### src/rtl/spi_command_engine.sv
// spi_command_engine
//   Decodes one command byte per SPI chip-select frame and bridges the SPI
//   slave to the coax TX/RX datapaths.
//   Command byte: opcode = byte[3:0], argument = byte[7:4].
//     0x2 READ  : stream the register selected by the argument, re-sampled per byte
//     0x3 WRITE : one data byte written to the register selected by the argument
//     0x4 TX    : byte pairs {high, low} become TX words
//     0x5 RX    : drain RX words as {error, empty, pad, data} byte pairs
//   Registers: 0x1 status (RO), 0x2 control (RW), 0xF ID (RO), others read 0.
//
// Ports
//   clk, reset        system clock, synchronous active-high reset
//   spi_cs            chip select, high = deselected (frame abort)
//   spi_rx_data/_strobe  byte from SPI master and its valid pulse
//   spi_tx_data/_strobe  byte for the SPI shifter and its load pulse
//   control           control register
//   tx_data/tx_load   TX FIFO word and push pulse
//   tx_full/tx_active TX FIFO full, transmitter busy
//   rx_reset          receiver reset pulse
//   rx_active/rx_error receiver busy, receiver error latched
//   rx_data/rx_empty  RX FIFO head word and empty flag
//   rx_read_strobe    RX FIFO pop pulse
module spi_command_engine #(
  parameter int         DATA_WIDTH    = 10,
  parameter logic [7:0] ID_VALUE      = 8'hA5,
  parameter logic [7:0] CONTROL_RESET = 8'h00
) (
  input  logic                  clk,
  input  logic                  reset,
  input  logic                  spi_cs,
  input  logic [7:0]            spi_rx_data,
  input  logic                  spi_rx_strobe,
  output logic [7:0]            spi_tx_data,
  output logic                  spi_tx_strobe,
  output logic [7:0]            control,
  output logic [DATA_WIDTH-1:0] tx_data,
  output logic                  tx_load,
  input  logic                  tx_full,
  input  logic                  tx_active,
  output logic                  rx_reset,
  input  logic                  rx_active,
  input  logic                  rx_error,
  input  logic [DATA_WIDTH-1:0] rx_data,
  output logic                  rx_read_strobe,
  input  logic                  rx_empty
);

  localparam logic [3:0] ST_IDLE   = 4'd0;
  localparam logic [3:0] ST_IGNORE = 4'd1;
  localparam logic [3:0] ST_RD1    = 4'd2;
  localparam logic [3:0] ST_RD2    = 4'd3;
  localparam logic [3:0] ST_WR     = 4'd4;
  localparam logic [3:0] ST_TXH    = 4'd5;
  localparam logic [3:0] ST_TXL    = 4'd6;
  localparam logic [3:0] ST_RX1    = 4'd7;
  localparam logic [3:0] ST_RX2    = 4'd8;
  localparam logic [3:0] ST_RX3    = 4'd9;
  localparam logic [3:0] ST_RX4    = 4'd10;

  localparam logic [3:0] OP_READ  = 4'h2;
  localparam logic [3:0] OP_WRITE = 4'h3;
  localparam logic [3:0] OP_TX    = 4'h4;
  localparam logic [3:0] OP_RX    = 4'h5;

  localparam logic [3:0] ADDR_STATUS  = 4'h1;
  localparam logic [3:0] ADDR_CONTROL = 4'h2;
  localparam logic [3:0] ADDR_ID      = 4'hF;

  logic [3:0]            r_state;
  logic [3:0]            r_arg;
  logic [7:0]            r_spi_tx_data;
  logic                  r_spi_tx_strobe;
  logic [7:0]            r_control;
  logic                  r_tx_overflow;
  logic [7:0]            r_tx_high;
  logic [DATA_WIDTH-1:0] r_tx_data;
  logic                  r_tx_load;
  logic                  r_rx_reset;
  logic                  r_rx_read_strobe;
  logic [15:0]           r_rx_buf;

  logic                  w_rx_strobe;
  logic [7:0]            w_status;
  logic [7:0]            w_reg_rd;
  logic [15:0]           w_rx_word;
  logic [15:0]           w_tx_word;
  logic                  w_unused_tx;

  // A byte arriving while deselected belongs to no frame.
  assign w_rx_strobe = spi_rx_strobe & ~spi_cs;

  assign w_status = {r_tx_overflow, rx_error, rx_active, tx_active,
                     tx_full, rx_empty, 2'b00};

  always_comb begin
    w_reg_rd = '0;
    case (r_arg)
      ADDR_STATUS:  w_reg_rd = w_status;
      ADDR_CONTROL: w_reg_rd = r_control;
      ADDR_ID:      w_reg_rd = ID_VALUE;
      default:      w_reg_rd = '0;
    endcase
  end

  always_comb begin
    w_rx_word                 = '0;
    w_rx_word[DATA_WIDTH-1:0] = rx_data;
    w_rx_word[15]             = rx_error;
    w_rx_word[14]             = rx_empty;
  end

  // Only the low DATA_WIDTH bits of the byte pair reach the TX FIFO.
  assign w_tx_word   = {r_tx_high, spi_rx_data};
  assign w_unused_tx = &{1'b0, w_tx_word[15:DATA_WIDTH]};

  always_ff @(posedge clk) begin
    if (reset) begin
      r_state          <= ST_IDLE;
      r_arg            <= '0;
      r_spi_tx_data    <= '0;
      r_spi_tx_strobe  <= 1'b0;
      r_control        <= CONTROL_RESET;
      r_tx_overflow    <= 1'b0;
      r_tx_high        <= '0;
      r_tx_data        <= '0;
      r_tx_load        <= 1'b0;
      r_rx_reset       <= 1'b0;
      r_rx_read_strobe <= 1'b0;
      r_rx_buf         <= '0;
    end else begin
      r_spi_tx_strobe  <= 1'b0;
      r_tx_load        <= 1'b0;
      r_rx_reset       <= 1'b0;
      r_rx_read_strobe <= 1'b0;

      case (r_state)
        ST_IDLE: begin
          if (w_rx_strobe) begin
            r_arg <= spi_rx_data[7:4];
            case (spi_rx_data[3:0])
              OP_READ:  r_state <= ST_RD1;
              OP_WRITE: r_state <= ST_WR;
              OP_TX:    r_state <= ST_TXH;
              OP_RX:    r_state <= ST_RX1;
              default:  r_state <= ST_IGNORE;
            endcase
          end
        end

        ST_IGNORE: r_state <= ST_IGNORE;

        ST_RD1: begin
          r_spi_tx_data   <= w_reg_rd;
          r_spi_tx_strobe <= 1'b1;
          r_state         <= ST_RD2;
        end

        ST_RD2: begin
          if (w_rx_strobe) r_state <= ST_RD1;
        end

        ST_WR: begin
          if (w_rx_strobe) begin
            if (r_arg == ADDR_CONTROL) begin
              r_control <= {1'b0, spi_rx_data[6:0]};
              if (spi_rx_data[7]) r_tx_overflow <= 1'b0;
            end
            r_state <= ST_IGNORE;
          end
        end

        ST_TXH: begin
          if (w_rx_strobe) begin
            r_tx_high <= spi_rx_data;
            r_state   <= ST_TXL;
          end
        end

        ST_TXL: begin
          if (w_rx_strobe) begin
            if (!tx_full) begin
              r_tx_data <= w_tx_word[DATA_WIDTH-1:0];
              r_tx_load <= 1'b1;
            end else begin
              r_tx_overflow <= 1'b1;
            end
            r_state <= ST_TXH;
          end
        end

        ST_RX1: begin
          r_rx_buf <= w_rx_word;
          r_state  <= ST_RX2;
        end

        ST_RX2: begin
          r_spi_tx_data   <= r_rx_buf[15:8];
          r_spi_tx_strobe <= 1'b1;
          r_state         <= ST_RX3;
        end

        ST_RX3: begin
          if (w_rx_strobe) begin
            r_spi_tx_data   <= r_rx_buf[7:0];
            r_spi_tx_strobe <= 1'b1;
            // Side effect follows the flags captured with the word, not live ones.
            if (r_rx_buf[15])      r_rx_reset       <= 1'b1;
            else if (!r_rx_buf[14]) r_rx_read_strobe <= 1'b1;
            r_state <= ST_RX4;
          end
        end

        ST_RX4: begin
          if (w_rx_strobe) r_state <= ST_RX1;
        end

        default: r_state <= ST_IDLE;
      endcase

      // Deselect aborts the frame; strobes computed above still fire.
      if (spi_cs) r_state <= ST_IDLE;
    end
  end

  assign spi_tx_data    = r_spi_tx_data;
  assign spi_tx_strobe  = r_spi_tx_strobe;
  assign control        = r_control;
  assign tx_data        = r_tx_data;
  assign tx_load        = r_tx_load;
  assign rx_reset       = r_rx_reset;
  assign rx_read_strobe = r_rx_read_strobe;

endmodule

### config.mk
export PLATFORM = sky130hd
export DESIGN_NAME = spi_command_engine
export DESIGN_NICKNAME = d
export VERILOG_FILES = /design/src/rtl/spi_command_engine.sv
export SDC_FILE = /design/constraint.sdc
export NUM_CORES = 1
export LEC_CHECK = 0
export CORE_MARGIN = 5
export CORE_UTILIZATION = 53
export DETAILED_ROUTE_END_ITERATION = 16
export PLACE_DENSITY = 0.82
export SKIP_CTS_REPAIR_TIMING = 1
export SLEW_MARGIN = 20
export SYNTH_ARGS = -nofsm -noshare
export SYNTH_HDL_FRONTEND = slang
export SYNTH_SLANG_ARGS = --single-unit
### constraint.sdc
create_clock -name clk -period 3.4 [get_ports clk]
set_input_delay 0.68 -clock clk [delete_from_list [all_inputs] [get_ports clk]]
set_output_delay 0.68 -clock clk [all_outputs]
set_load 0.02 [all_outputs]
==> results of run 1 <==
==> cells by family (layout without fill, tap and decap cells) <==
logic type	Yosys count	after routing	share of synthesized area (%)
xor gates and xnor gates	1	1	0.363
AOI/OAI and AO/OA	56	56	16.0
muxes	24	24	9.94
other	1	1	0.155
buffers and inverters	22	67	4.61
DFF	52	52	43.1
and+or+nand+nor	121	121	25.4
adders and majority gates	1	1	0.414
==> state kept, by name, summed over array words and instances (netlist names) <==
signal          count
r_state             4
r_tx_high           2
spi_tx_strobe       1
control             7
spi_tx_data         8
rx_read_strobe      1
rx_reset            1
r_tx_overflow       1
tx_data            10
r_arg               4
tx_load             1
r_rx_buf           12
==> critical path, cell delays in order <==
cell and delay, ns:
clkdlybuf4s50_1 0.54, nor4b_4 0.46, nor3b_4 0.69, mux2i_1 0.29
nor2_1 0.05
==> cells in the final DEF (no fill, tap or decap), types with 3 or more instances in the layout <==
master            n
a221oi_1          3
mux2i_1          24
nor3_1           10
nand2_1          33
nor2b_1          10
clkbuf_8          6
a22o_1            6
dfxtp_1          52
o21ai_0           5
nor2_1           41
a211oi_1          5
nand3_1           6
clkdlybuf4s50_1  55
nor4b_1           4
a21oi_1          21
==> power by group <==
group / internal (mW) / leakage [nW] / total [mW] / switching (mW)
Combinational: 0.0454 / 0.623 / 0.0887 / 0.0433
Sequential: 0.613 / 0.419 / 0.621 / 0.00889
Clock: 0.163 / 0.0510 / 0.355 / 0.192
==> metal layers <==
layer,share of wire [%],GRT usage [%],vias up
met5,0,0,-
li1,-,-,1067
met3,5.8,3.82,5
met1,46,27.0,1069
met2,48,32.2,65
met4,0.73,6.53,0
==> final cells by class <==
cell class | count | area (um2) | area share [%]
Timing Repair Buffer | 57 | 566 | 18.6
Multi-Input combinational cell | 204 | 1260 | 41.6
Sequential cell | 52 | 1040 | 34.3
Inverter | 2 | 7.51 | 0.247
Clock buffer | 6 | 82.6 | 2.72
Tap cell | 52 | 65.1 | 2.14
Clock inverter | 2 | 10.0 | 0.330
==> worst paths after layout <==
check | startpoint | end | slack, ns | cells past startpoint
max | spi_cs | tx_data[2] | 0.86 | 5
min | r_rx_buf[5] | r_rx_buf[5] | 0.47 | 2
max reg2reg | r_state[0] | tx_data[2] | 1.11 | 4
min reg2reg | r_rx_buf[5] | r_rx_buf[5] | 0.47 | 2
==> summary.txt, run 1 <==
Yosys
  – Register area share after synthesis: a little over two fifths
  – Synthesis Warnings: 0
  – Most common cell in the netlist: dfxtp_1
  – Yosys reg bits: 52
  – Area leader, netlist: dfxtp_1
  – Top post-synthesis cells by area: dfxtp_1, mux2i_1, nor2_1, nand2_1, a21oi_1
  – Net Count, Synth: between 300 and 400
  – Top_reg_cell synth: dfxtp_1
  – Synth cell count leaders: dfxtp_1, nor2_1, nand2_1, mux2i_1, a21oi_1
  – Post-synth cell types: 45
  – Syn_area_per_cell: 8.69 um2
  – Asr flop ratio synth: 0%
  – Number of synthesized flops with an enable pin: 0
  – Synthesized area: ~0.0024 mm2
  – Top cell type's share of synthesized area: ~43%
  – Syn Inst Count: about 280

Layout
  – Final Cell Area: just over 0.003 mm2
  – Area growth syn-to-layout: 25.6%
  – Finished Layout Cells: 375
  – Layout cells sized above 1: under 10%
  – Nets: 349
  – Final Core Density: 69.2%
  – # diodes: 0
  – Fill count: 344

Global routing
  – All-Layer GR Usage: about a fifth
  – Vias in the first global route: ~2100
  – First-pass GRT wire length: just under 10000 um
  – Pin count of the biggest net entering global routing: 48
  – Initial antenna violation count: 0
  – GRT Residual Overflow: 0

Worst setup path
  – CP Launch Type: input pin
  – Max FO, Critical Path: 11
  – Crit path capture type: flip-flop
  – Worst EP required: about 3.6 ns
  – Setup CP Type: input pin to flip-flop
  – Crit path DAT: 2.73 ns

STA
  – Hold_ws: around 0.47 ns
  – Setup TNS: 0 ns
  – Max Slew Vio Count: 0
  – Worst slew pin tran: slightly below 0.8 ns
  – Slew HR: between 40% and 50%
  – Maximum clock frequency: slightly below 400 MHz
  – RSZ-0062 raised after global routing: no
  – Fin crit share: between 70 and 80%
  – Setup Skew: 0.00680 ns
  – Worst setup margin: 0.859 ns
  – Count of final setup violators: 0
  – Tmin final: roughly 2.5 ns
  – Final hold vios: 0

Run status
  – Status: finished, final reports clean

Drt
  – DR iter-0 viols: 146
  – Final WL: just over 6000 um
  – Mean number of vias per cell: 5.88
  – DR DRC count: 0
  – Via Count: roughly 2200
  – WL/cell: about 16 um
  – Pre-Repair DR Iteration Count: 4
  – Antenna viol nets, final: 0

CTS
  – Worst skew pair latency: about 0.30 ns
  – Clk root buf: clkbuf_8
  – H-tree depth: 2
  – CTS tree: built
  – Clock transition at path regs: 0.09 ns
  – Clock Sinks: 52
  – CTS Buf Count: 5
  – Worst-case clock buffer depth: 2

Placed design
  – Gp weighted congestion: around 0.83
  – DP Wirelength: 4370 um
  – Pre-CTS setup slack: between 0.5 and 0.6 ns
  – Placed insts: 367
  – I/O Buffers: 55
  – Post-DP Area: 0.00294 mm2

Run
  – Max cap viols: 0

Floorplan
  – Die Y: slightly below 80 um
  – CORE AREA: roughly 0.0044 mm2
  – Die width: 77.5 um
  – Die area: 0.00601 mm2
  – # rows: 24
  – Ports: 57
  – Initial Util: roughly 55%

Power and ir drop
  – Maximum vdd ir drop: 0.205 mV
  – Pwr dens: ~350 mW/mm2
  – Total power: roughly 1.1 mW
  – Lkg Pwr: 1.09 nW

Worst hold path
  – Min-Delay Path Class: flip-flop to flip-flop
Power figures use the tool's default switching activity.
==> run 2: changes to the inputs <==
- CORE_UTILIZATION: 53 -> 49
- PLACE_DENSITY: 0.82 -> 0.77
- clock period: 3.4 -> 2.6 ns (I/O delays scaled with it)
==> summary.txt, run 2 (synthesized netlist as in run 1, its figures left out) <==
Layout
  – Fill count: 425 (was 344)
  – # diodes: 0 (unchanged)
  – Nets: 354 (was 349)
  – Most frequent cells in the layout: clkdlybuf4s50_1, dfxtp_1, nor2_1 (unchanged)
  – Max reg flops: 12 (unchanged)
  – Footprint of the multi-input gates: 0.00126 mm2 (unchanged)
  – Register area: 0.00104 mm2 (unchanged)
  – Layout cells sized above 1: 5.79% (was 4.64%)
  – Biggest register: r_rx_buf (unchanged)
  – Area growth syn-to-layout: 28.6% (was 25.6%)
  – Most common cell after layout, fill and taps aside: clkdlybuf4s50_1 (unchanged)

STA
  – Max Slew Vio Count: 0 (unchanged)
  – Maximum clock frequency: approximately 500 MHz
  – Worst setup margin: 0.628 ns (was 0.859 ns)
  – Setup Skew: 0.00755 ns (was 0.00680 ns)
  – Setup TNS: 0 ns (unchanged)
  – Tmin final: approximately 2 ns
  – Worst slew pin tran: 0.609 ns (was 0.777 ns)
  – Final hold vios: 0 (unchanged)
  – Slew HR: 58.8% (was 48.1%)
  – RSZ-0062 raised after global routing: no (unchanged)
  – Fin crit share: 75.9%
  – Hold_ws: 0.457 ns (was 0.466 ns)
  – Count of final setup violators: 0 (unchanged)

Drt
  – Mean number of vias per cell: 5.45 (was 5.88)
  – DR DRC count: 0 (unchanged)
  – DR iter-0 viols: 119 (was 146)
  – WL/cell: 14.8 um (was 16.2 um)
  – Via Count: 2151 (was 2206)
  – Pre-Repair DR Iteration Count: 4 (unchanged)
  – Antenna viol nets, final: 0 (unchanged)
  – Final WL: 5830 um (was 6060 um)

Floorplan
  – Initial Util: 50.8% (was 55.1%)
  – Die width: 80.2 um (was 77.5 um)
  – Die area: 0.00644 mm2 (was 0.00601 mm2)
  – CORE AREA: 0.00475 mm2 (was 0.00438 mm2)
  – Die Y: 80.2 um (was 77.5 um)
  – # rows: 25 (was 24)
  – Ports: 57 (unchanged)

Worst setup path
  – CP Launch Type: flip-flop (was input pin)
  – Crit path capture type: flip-flop (unchanged)
  – Setup CP Type: flip-flop to flip-flop (was input pin to flip-flop)
  – Worst EP required: 2.82 ns (was 3.59 ns)
  – Max FO, Critical Path: 19 (was 11)
  – Crit path DAT: 2.19 ns (was 2.73 ns)

Placed design
  – Gp weighted congestion: 0.833 (was 0.826)
  – DP Wirelength: 4210 um (was 4370 um)
  – Pre-CTS setup slack: 0.329 ns (was 0.524 ns)
  – I/O Buffers: 55 (unchanged)

Global routing
  – GRT Residual Overflow: 0 (unchanged)
  – Vias in the first global route: 1998 (was 2062)
  – All-Layer GR Usage: 18.9% (was 20.0%)
  – Initial antenna violation count: 0 (unchanged)
  – Pin count of the biggest net entering global routing: 48 (unchanged)
  – First-pass GRT wire length: 9560 um (was 9860 um)

Power and ir drop
  – Switch Pwr: 0.324 mW (was 0.245 mW)
  – Share of power burned in combinational logic: 8.0% (was 8.3%)
  – Lkg Pwr: 1.12 nW (was 1.09 nW)
  – Maximum vdd ir drop: 0.312 mV (was 0.205 mV)
  – Clock Power Share: 36.9% (was 33.3%)
  – Pwr dens: 474 mW/mm2 (was 351 mW/mm2)
  – Total power: 1.47 mW (was 1.07 mW)
  – Switching share of power: 22.0% (was 23.0%)
  – Share of power burned in registers: 55.1% (was 58.3%)
  – Internal power: 1.15 mW (was 0.821 mW)

CTS
  – Clock Sinks: 52 (unchanged)
  – CTS Buf Count: 5 (unchanged)
  – Worst skew pair latency: 0.31 ns (was 0.30 ns)
  – Clock transition at path regs: 0.09 ns (about the same)
  – Clk root buf: clkbuf_8 (unchanged)
  – CTS tree: built (unchanged)
  – H-tree depth: 2 (unchanged)
  – Worst-case clock buffer depth: 2 (unchanged)

Run
  – Max cap viols: 0 (unchanged)

Run status
  – Status: finished, final reports clean (unchanged)

Worst hold path
  – Min-Delay Path Class: flip-flop to flip-flop (unchanged)
==> run 2: cell types whose count changed in the layout (fill, tap and decap cells not counted), sizes merged <==
cell    before  now
clkinv       2    1
buf          2    7
bufinv       0    1
==> run 2: routing by layer <==
metal  share of wire, %  track usage (%)  vias up
met5                  0                0        -
met4                1.8             6.93        0
met3                4.9             3.70        9
met2                 48             31.2       60
met1                 45             24.3      999
li1                   -                -     1083
==> run 2: worst max-delay path, stage by stage (launching register included) <==
cell	delay, ns
dfxtp_1	0.70
or3b_1	0.38
nor3b_2	0.42
a22oi_1	0.12
a211oi_1	0.25
==> run 2: path summary, 6_finish.rpt <==
kind	cells past startpoint	end	from	slack [ns]
setup / recovery	4	spi_tx_data[2]	r_state[1]	0.63
hold / removal	2	r_rx_buf[8]	r_rx_buf[8]	0.46
setup reg to reg	4	spi_tx_data[2]	r_state[1]	0.63
hold reg to reg	2	r_rx_buf[8]	r_rx_buf[8]	0.46
==> run 2: power by group through the flow <==
stage | combinational, mW | sequential, mW | clock, mW
floorplan | 0.0568 | 0.826 | 0
global placement | 0.117 | 0.830 | 0
detailed placement | 0.117 | 0.830 | 0
CTS | 0.118 | 0.811 | 0.553
global route | 0.127 | 0.813 | 0.594
finish | 0.118 | 0.811 | 0.544
==> run 2: through the flow <==
| stage | instances | instance area (um2) | util (%) |
|---|---|---|---|
| 6_report | 395 | 3110 | 65.3 |
| 5_1_grt | 395 | 3110 | 65.3 |
| 4_1_cts | 395 | 3110 | 65.3 |
| 3_5_place_dp | 387 | 3000 | 63.1 |
| 3_3_place_gp | 387 | 3000 | 63.1 |
| 2_1_floorplan | 278 | 2420 | - |
==> run 2: layout make-up <==
type,count,area share [%]
Sequential cell,52,33.5
Clock inverter,2,1.13
Tap cell,67,2.70
Inverter,2,0.242
Multi-Input combinational cell,204,40.7
Timing Repair Buffer,62,19.4
Clock buffer,6,2.34
